===== src/rtl/mem_port_arbiter.sv =====
// mem_port_arbiter
// Shares one single-ported memory between the instruction-fetch (IF) and
// data-memory (DM) requesters. A granted request is latched and driven to
// the memory for MEM_LAT cycles, the read word is captured into the owner's
// rdata register, and the owner gets a one-cycle acknowledge.
//
// Build option: define ARB_ROUND_ROBIN_EN to alternate grants under
// contention (last-grant register present). Without it DM always wins a
// contention and IF may starve.
module mem_port_arbiter #(
  parameter int ADDR_W  = 32,
  parameter int DATA_W  = 32,
  parameter int MEM_LAT = 2
) (
  input  logic              clk_i,
  input  logic              rst_i,
  input  logic              if_req_i,
  input  logic [ADDR_W-1:0] if_addr_i,
  output logic [DATA_W-1:0] if_rdata_o,
  output logic              if_ack_o,
  output logic              if_stall_o,
  input  logic              dm_req_i,
  input  logic              dm_we_i,
  input  logic [ADDR_W-1:0] dm_addr_i,
  input  logic [DATA_W-1:0] dm_wdata_i,
  output logic [DATA_W-1:0] dm_rdata_o,
  output logic              dm_ack_o,
  output logic              dm_stall_o,
  output logic              mem_en_o,
  output logic              mem_we_o,
  output logic [ADDR_W-1:0] mem_addr_o,
  output logic [DATA_W-1:0] mem_wdata_o,
  input  logic [DATA_W-1:0] mem_rdata_i
);

  typedef enum logic [1:0] {
    IDLE   = 2'd0,
    ACCESS = 2'd1,
    RESP   = 2'd2
  } state_t;

  // Access counter start value: the counter runs MEM_LAT-1 down to 0.
  localparam logic [3:0] CNT_LOAD = 4'(MEM_LAT - 1);

  state_t              state_r;
  logic [3:0]          cnt_r;
  logic                owner_dm_r;   // 1: DM owns the current access, 0: IF
  logic                we_r;
  logic [ADDR_W-1:0]   addr_r;
  logic [DATA_W-1:0]   wdata_r;
  logic [DATA_W-1:0]   if_rdata_r;
  logic [DATA_W-1:0]   dm_rdata_r;
  logic                if_ack_r;
  logic                dm_ack_r;
  logic                mem_en_r;
  logic                mem_we_r;
  logic                grant_dm_s;
  logic                any_req_s;

`ifdef ARB_ROUND_ROBIN_EN
  logic                last_dm_r;    // 1: DM was granted last, 0: IF

  // Remember the most recent winner so the other side wins the next contention
  always_ff @(posedge clk_i or negedge rst_i) begin
    if (!rst_i) begin
      last_dm_r <= 1'b0;
    end else if ((state_r == IDLE) && any_req_s) begin
      last_dm_r <= grant_dm_s;
    end else begin
      last_dm_r <= last_dm_r;
    end
  end
`endif

  assign any_req_s = if_req_i | dm_req_i;

  // Pick the requester that wins if the arbiter samples requests this cycle
  always_comb begin
    grant_dm_s = 1'b0;
`ifdef ARB_ROUND_ROBIN_EN
    if (if_req_i && dm_req_i) begin
      grant_dm_s = ~last_dm_r;
    end else begin
      grant_dm_s = dm_req_i;
    end
`else
    if (dm_req_i) begin
      grant_dm_s = 1'b1;
    end else begin
      grant_dm_s = 1'b0;
    end
`endif
  end

  // Transaction sequencer: latch the winner, run the fixed-latency access,
  // capture read data and pulse the owner's acknowledge
  always_ff @(posedge clk_i or negedge rst_i) begin
    if (!rst_i) begin
      state_r    <= IDLE;
      cnt_r      <= 4'd0;
      owner_dm_r <= 1'b0;
      we_r       <= 1'b0;
      addr_r     <= {ADDR_W{1'b0}};
      wdata_r    <= {DATA_W{1'b0}};
      if_rdata_r <= {DATA_W{1'b0}};
      dm_rdata_r <= {DATA_W{1'b0}};
      if_ack_r   <= 1'b0;
      dm_ack_r   <= 1'b0;
      mem_en_r   <= 1'b0;
      mem_we_r   <= 1'b0;
    end else begin
      case (state_r)
        IDLE: begin
          if_ack_r <= 1'b0;
          dm_ack_r <= 1'b0;
          if (any_req_s) begin
            owner_dm_r <= grant_dm_s;
            // Fetches are always reads and carry no write data
            we_r       <= grant_dm_s & dm_we_i;
            mem_we_r   <= grant_dm_s & dm_we_i;
            addr_r     <= grant_dm_s ? dm_addr_i : if_addr_i;
            wdata_r    <= grant_dm_s ? dm_wdata_i : {DATA_W{1'b0}};
            cnt_r      <= CNT_LOAD;
            mem_en_r   <= 1'b1;
            state_r    <= ACCESS;
          end else begin
            state_r    <= IDLE;
          end
        end
        ACCESS: begin
          if (cnt_r != 4'd0) begin
            cnt_r <= cnt_r - 4'd1;
          end else begin
            mem_en_r <= 1'b0;
            mem_we_r <= 1'b0;
            // Writes leave both rdata registers untouched
            if (!we_r && owner_dm_r) begin
              dm_rdata_r <= mem_rdata_i;
            end else if (!we_r && !owner_dm_r) begin
              if_rdata_r <= mem_rdata_i;
            end else begin
              dm_rdata_r <= dm_rdata_r;
            end
            if_ack_r <= ~owner_dm_r;
            dm_ack_r <= owner_dm_r;
            state_r  <= RESP;
          end
        end
        RESP: begin
          // Requests are not sampled here; the acknowledge lasts one cycle
          if_ack_r <= 1'b0;
          dm_ack_r <= 1'b0;
          state_r  <= IDLE;
        end
        default: begin
          state_r  <= IDLE;
          cnt_r    <= 4'd0;
          if_ack_r <= 1'b0;
          dm_ack_r <= 1'b0;
          mem_en_r <= 1'b0;
          mem_we_r <= 1'b0;
        end
      endcase
    end
  end

  assign if_rdata_o  = if_rdata_r;
  assign dm_rdata_o  = dm_rdata_r;
  assign if_ack_o    = if_ack_r;
  assign dm_ack_o    = dm_ack_r;
  assign mem_en_o    = mem_en_r;
  assign mem_we_o    = mem_we_r;
  assign mem_addr_o  = addr_r;
  assign mem_wdata_o = wdata_r;

  // Stalls fall in the acknowledge cycle so the pipeline advances with the data
  assign if_stall_o  = if_req_i & ~if_ack_r;
  assign dm_stall_o  = dm_req_i & ~dm_ack_r;

endmodule


===== config.mk =====
export PLATFORM = sky130hd
export DESIGN_NAME = mem_port_arbiter
export DESIGN_NICKNAME = d
export VERILOG_FILES = /design/src/rtl/mem_port_arbiter.sv
export SDC_FILE = /design/constraint.sdc
export NUM_CORES = 1
export LEC_CHECK = 0
export BUFFER_PORTS_ARGS = -buffer_cell sky130_fd_sc_hd__clkbuf_2
export CELL_PAD_IN_SITES_DETAIL_PLACEMENT = 1
export CELL_PAD_IN_SITES_GLOBAL_PLACEMENT = 2
export CORE_ASPECT_RATIO = 1.1
export CORE_MARGIN = 2
export CORE_UTILIZATION = 32
export CTS_CLUSTER_DIAMETER = 100
export DETAILED_ROUTE_END_ITERATION = 8
export MAX_ROUTING_LAYER = met4
export PLACE_DENSITY = 0.95
export RECOVER_POWER = 25
export SETUP_SLACK_MARGIN = 0.05
export SYNTH_ARGS = -nofsm -noshare
export SYNTH_HDL_FRONTEND = slang
export SYNTH_SLANG_ARGS = --single-unit
export TNS_END_PERCENT = 30

===== constraint.sdc =====
create_clock -name clk_i -period 6.6 [get_ports clk_i]
set_clock_uncertainty 0.05 [all_clocks]
set_input_delay 0.33 -clock clk_i [delete_from_list [all_inputs] [get_ports clk_i]]
set_output_delay 0.33 -clock clk_i [all_outputs]
set_load 0.05 [all_outputs]

; ---- Yosys cells after proc, flatten, opt, wreduce, memory -nomap -nowiden
; Cells that the tools add are included.
[classes]
add_sub_neg = 1
n_mux = 18
eq_ne = 5
reduce_logical = 11
n_bitwise = 10
[op_table]
columns = op, n
row1 = $mux W32, 2
row2 = $pmux W4 S3, 1
row3 = $mux W1, 9
row4 = $reduce_and A3 Y1, 3
row5 = $mux W4, 2
row6 = $ne A2 B2 Y1 const B, 3
row7 = $not A1 Y1, 6
row8 = $pmux W1 S3, 2
row9 = $pmux W2 S2, 1
row10 = $reduce_and A4 Y1, 1
row11 = $reduce_bool A4 Y1, 1
row12 = $sub A4 B1 Y4 const B, 1
row13 = $and A1 B1 Y1, 3
row14 = $eq A2 B1 Y1 const B, 1
row15 = $eq A2 B2 Y1 const B, 1
row16 = $logic_and A1 B1 Y1, 2
row17 = $logic_not A1 Y1, 2
row18 = $logic_not A2 Y1, 1
row19 = $mux W2, 1
row20 = $reduce_and A2 Y1, 1
row21 = $or A1 B1 Y1, 1
[totals]
register_bits = 140
input_bits = 133
out_inout_bits = 134
word_cells = 57

; ---- Logic depth before layout (Yosys ltp)
; Gate-level depths: netlist of run 1.
[depth]
word_depth = 4
ltp_mapped = 8
mapped_depth_nobuf = 5

; ---- Worst setup path after synthesis of run 1
; Ideal clock, no wire load.
[synth_timing]
kind = register -> register
start = register cnt_r[0]
end = register if_rdata_r[10], in the netlist if_rdata_o[10]
arrival_time_ns = 2.146
path_slack_ns = 4.279
setup_time_ns = 0.125
stages_incl_launch_ff = 9
n_path_buf = 3
synth_period_minus_slack_ns = 2.321
required_time_ns = 6.425
path_cell_list = dfrtp_1 inv_1 ha_1 or3b_1 buf_6 or4_4 buf_6 buf_12 mux2_4
[synth_via]
elab_chain_len = 3
[synth_rtl]
columns = item, line
row1 = from (decl), 46  ; logic [3:0] cnt_r;
row2 = from (signal assigned), 132  ; cnt_r <= cnt_r - 4'd1;
row3 = $reduce_bool A4 Y1, 131  ; if (cnt_r != 4'd0) begin
row4 = $not A1 Y1 (no line), --
row5 = $reduce_and A4 Y1 (no line), --
row6 = to (signal assigned), 105  ; if_rdata_r <= {DATA_W{1'b0}};
row7 = to (signal assigned), 140  ; if_rdata_r <= mem_rdata_i;
row8 = to (decl), 51  ; logic [DATA_W-1:0] if_rdata_r;
; Every way passes these cells.
; A chain may end at the register's enable or synchronous reset.

; ---- Worst setup path in the final report of run 1
[layout_timing]
start = register cnt_r[0]
end = register if_rdata_r[4], in the netlist if_rdata_o[4]
; The elaborated chain is that of the path after synthesis.

==> results of run 1 <==
kinds of logic (layout without fill, tap and decap cells):
family | after synthesis | count (layout) | share of synthesized area (%)
buffers and inverters | 27 | 308 | 2.88
flip-flops | 140 | 140 | 60.6
adder cells (fa/ha/maj) | 2 | 2 | 0.433
AND/OR/NAND/NOR | 18 | 18 | 1.84
multiplexers | 128 | 128 | 26.9
AO/OA/AOI/OAI | 50 | 50 | 7.30
sequential cells by signal, indices dropped and copies added, names as in the netlist:
register     flops
mem_addr_o      32
state_r          2
cnt_r            4
we_r             1
mem_en_o         1
mem_we_o         1
dm_rdata_o      32
dm_ack_o         1
mem_wdata_o     32
if_ack_o         1
if_rdata_o      32
owner_dm_r       1
metal layers:
layer  part of all wire [%]  vias to the layer above  GRT usage [%]
met5                      0                        -              -
met4                    2.1                        0           5.92
met3                    5.1                       26           4.30
met2                     55                      154           30.6
met1                     38                     2016           18.0
li1                       -                     1873              -
critical path, cell delays in order (launching register included):
cell and delay [ns]:
dfrtp_1 0.42, inv_1 0.13, ha_1 0.20, or3b_1 0.48, or4_4 0.82, mux2_4 0.40
path summary, 6_finish.rpt:
check                                  end  cells after the start            from  slack (ns)
setup / recovery             if_rdata_o[4]                      5        cnt_r[0]        3.95
hold / removal             mem_wdata_o[24]                      2  dm_wdata_i[24]        0.08
setup reg to reg             if_rdata_o[4]                      5        cnt_r[0]        3.95
hold reg to reg             dm_rdata_o[26]                      1  dm_rdata_o[26]        0.45
max in group asynchronous   if_rdata_o[13]                      3           rst_i        4.69
min in group asynchronous   mem_addr_o[27]                      2           rst_i        0.44
metrics by stage:
stage	util, %	setup slack [ns]	hold slack (ns)	std cells
6_report	44.4	3.95	0.0811	884
5_1_grt	44.4	3.86	0.0602	884
4_1_cts	44.7	3.93	0.0608	884
3_5_place_dp	41.3	3.99	0.329	851
3_3_place_gp	41.3	4.13	0.311	851
2_1_floorplan	-	4.28	-0.0156	365
Yosys cell counts, types with 2 or more instances:
cell       count  area [um^2]
mux2_4        30          450
clkbuf_1      12         45.0
buf_6          2         22.5
buf_12         3         60.1
mux2_2        98         1100
nor2b_1        3         18.8
buf_1          5         18.8
o22ai_1        2         12.5
inv_1          4         15.0
a22o_1        35          307
a31oi_1        2         12.5
nand2_1        2         7.51
nor3_1         2         10.0
a21o_1         2         15.0
ha_1           2         25.0
o2bb2ai_1      2         17.5
nor2_1         4         15.0
dfrtp_1      140         3500
final cells by class:
cell class,count,area [um^2],share of cell area (%)
clock buffer,20,447,5.69
clock inverter,12,138,1.75
inverter,4,15.0,0.191
multi-input combinational,198,2110,26.9
sequential,140,3500,44.6
tap,238,298,3.79
timing repair buffer,272,1340,17.1
repair_timing:
action                                 in CTS  in global routing
hold buffers                                1                  0
gates resized for setup                     0                  0
endpoints found under the hold margin      70                  0
setup endpoints to repair                   0                  0
==> impl_metrics.tcl, run 1 <==
set metrics [dict create \
    critical_path_class "reg -> reg" \
    synth-seq-cells 140 \
    area_delta_synth_final_pct 36.0 \
    cap_violations 0 \
    drc 0 \
    finalCritPeriodShare_pct 40.2 \
    row_count 51 \
    grt_use_total_pct 17.0 \
    cp_max_fo 32 \
    max_freq_mhz 377 \
    clkLatencyLatePin_ns 0.41 \
    status "complete, no violations" \
    async_flop_share_pct 100 \
    final_area_mm2 0.00786 \
    die_h_um 145 \
    grt_pass1_wl_um 24800 \
    hold_violations 0 \
    io_pins 267 \
    grt_start_max_net_pins 72 \
    antenna_found_initial 0 \
    die_x_um 132 \
    num_vias 4069 \
    core_mm2 0.0177 \
    routed_wl_um 15200 \
    min_path_type "in -> reg" \
    tightest_slew_ns 0.881 \
    max_slew_margin_pct 41.3 \
    slew_viol_final 0 \
    cts_buffers 17 \
    routedWlPerCell_um 17.2 \
    hpwlAfterDp_um 11400 \
    synth.avg_cell_area_um2 15.8 \
    place_area_mm2 0.00730 \
    ant_nets 0 \
    tns_ns 0 \
    layout_common_cells "clkbuf_2 (232), dfrtp_1 (140), mux2_2 (98)" \
    syn_inst 365 \
    port_buffers 266 \
    antenna_cells 0 \
    seq_area_frac_synth_pct 60.6 \
    grt_pass1_vias 4727 \
    via_per_inst 4.60 \
    drtIter0Drc 148 \
    syn_nets 500 \
    layout_commonest_cell "clkbuf_2" \
    setup_viol 0 \
    clock-sinks 140 \
    drt_first_pass_iters 4 \
    synth_area_mm2 0.00578 \
    drive_gt1_share_pct 61.9 \
    crit_path_start_kind "flip-flop" \
    fillers 1942 \
    clockBufferDepth 2 \
    synth_ff_type "dfrtp_1" \
    fin_nets 768 \
    gp_congestion 0.781 \
    cts_tree "yes" \
    initial_core_util_pct 32.7 \
    die-area_mm2 0.0191 \
    cp.arrival_ns 2.89 \
    synth_cell_type_count 33 \
    path_clk_slew_ns 0.06 \
    ctsHtreeMaxLevel 4 \
    yosysWarnings 0 \
    post_cts_buffers 0 \
    period_minus_slack_ns 2.65 \
    crit_required_ns 6.84 \
    rsz0062_at_grt "false" \
    grt_overflow_total 0 \
    synth_edf_count 0 \
    root_buffer "clkbuf_16" \
    crit_path_end_kind "flip-flop" \
]
Power of run 1 is not shown: default switching activity piles up to over one toggle a cycle in this logic, so the estimate is an artifact.
==> run 2, diff against run 1 <==
- CORE_UTILIZATION: 32 -> 30
- PLACE_DENSITY: 0.95 -> 0.91
- clock period: 6.6 -> 2.8 ns (I/O delays scaled with it)
==> impl_metrics.tcl, run 2 (synthesized netlist as in run 1, its figures left out) <==
set metrics [dict create \
    grt_pass1_vias 5050 \
    dr_wl_met2_um 9420 \
    grt_use_total_pct 17.6 \
    dpl.cell_count 862 \
    finalCritPeriodShare_pct 93.4 \
    setup_viol 0 \
    ir_drop_mv 0.664 \
    clkLatencyLatePin_ns 0.41 \
    drtIter0Drc 150 \
    power-per-cell-area_mw_per_mm2 1450 \
    final_core_util_pct 45.1 \
    comb_power_share_pct 53.6 \
    r2r_slack_ns 0.19 \
    die_h_um 150 \
    crit_required_ns 3.05 \
    port_buffers 266 \
    root_buffer "clkbuf_16" \
    power.switching_uw 6220 \
    post_cts_buffers 0 \
    topRoutingLayerUsed "met4" \
    clockBufferDepth 2 \
    max_freq_mhz 382 \
    hold_violations 0 \
    tns_ns 0 \
    num_vias 4400 \
    routedWlPerCell_um 17.9 \
    grt_start_max_net_pins 66 \
    fin_nets 835 \
    min_path_type "in -> reg" \
    rsz0062_at_grt "false" \
    crit_path_end_kind "flip-flop" \
    status "finished with violations" \
    cp.arrival_ns 2.86 \
    p_seq_share_pct 29.5 \
    r2r_cells 5 \
    ant_nets 0 \
    slew_viol_final 65 \
    place_area_mm2 0.00734 \
    r2r_end "if_rdata_o[2]" \
    io_pins 267 \
    cap_violations 1 \
    gp_congestion 0.779 \
    crit_path_start_kind "flip-flop" \
    wl_met3_um 765 \
    core_mm2 0.0190 \
    path_clk_slew_ns 0.06 \
    crit-reg2reg-launch "cnt_r[0]" \
    grt_pass1_wl_um 26700 \
    via_per_inst 4.58 \
    max_slew_margin_pct -12.7 \
    clock-sinks 140 \
    intPower_uw 6190 \
    ctsHtreeMaxLevel 4 \
    cts_tree "yes" \
    leakagePower_uw 0.00430 \
    hpwlAfterDp_um 12000 \
    tightest_slew_ns 1.69 \
    antenna_found_initial 0 \
    swShare_pct 50.1 \
    row_count 53 \
    startpoint "cnt_r[0]" \
    drc 0 \
    antenna_cells 0 \
    drt_first_pass_iters 4 \
    critical_path_class "reg -> reg" \
    wl_met1_um 6630 \
    period_minus_slack_ns 2.61 \
    cp_max_fo 32 \
    die-area_mm2 0.0204 \
    p_clk_share_pct 16.9 \
    cts_hold_buf 66 \
    layout_common_cells "clkbuf_2 (266), dfrtp_1 (140), mux2_2 (98)" \
    routed_wl_um 17200 \
    cts-resized-gates 0 \
    die_x_um 136 \
    initial_core_util_pct 30.5 \
    grt_overflow_total 0 \
    cts_buffers 17 \
    layout_commonest_cell "clkbuf_2" \
    endpoint "if_rdata_o[2]" \
    violations "max-capacitance violations, max-slew violations" \
    drive_gt1_share_pct 61.2 \
    fin_cells 960 \
    area_delta_synth_final_pct 47.9 \
    final_area_mm2 0.00854 \
]
[run 2: routing by layer]
metal | GRT usage [%] | vias up
met3 | 3.52 | 22
met1 | 18.8 | 2222
met4 | 7.40 | 0
met5 | - | -
li1 | - | 2001
met2 | 31.6 | 155
[run 2: critical path: stages, from the launching register on]
cell and delay [ns]:
dfrtp_1 0.41, inv_1 0.12, ha_1 0.18, or3b_1 0.48
or4_4 0.84, mux2_4 0.42
[run 2: power groups by stage]
stage          clock, uW  sequential (uW)  combinational [uW]
2_1_floorplan          0             6790                1810
3_3_place_gp           0             3590                6420
3_5_place_dp           0             3670                6620
4_1_cts             2150             3650                6700
5_1_grt             2270             3780                6960
6_report            2100             3660                6660
[run 2: layout make-up]
cell class	count	area, um^2
clock buffer	18	429
clock inverter	14	120
fill	2041	10400
inverter	4	15.0
multi-input combinational	198	2110
sequential	140	3500
tap	247	309
timing repair buffer	339	2060
[run 2: how the worst min path moves through the flow]
stage | endpoint | slack (ns) | startpoint | cells past startpoint
floorplan | cnt_r[0] | -0.21 | rst_i | 0
global placement | mem_addr_o[17] | 0.12 | rst_i | 1
detailed placement | mem_addr_o[27] | 0.13 | rst_i | 1
CTS | mem_addr_o[11] | 0.02 | dm_addr_i[11] | 3
global route | mem_addr_o[27] | 0.02 | dm_addr_i[27] | 3
finish | mem_addr_o[11] | 0.03 | dm_addr_i[11] | 3
[run 2: stage by stage]
stage | hold WS, ns | power (uW) | setup slack [ns]
final | 0.0322 | 12400 | 0.185
after global routing | 0.0240 | 13000 | 0.0672
after CTS | 0.0150 | 12500 | 0.186
after detailed placement | 0.134 | 10300 | 0.205
after global placement | 0.119 | 10000 | 0.325
after floorplan | -0.206 | 8600 | 0.479
No activity file was read; power rests on OpenSTA's default activity.
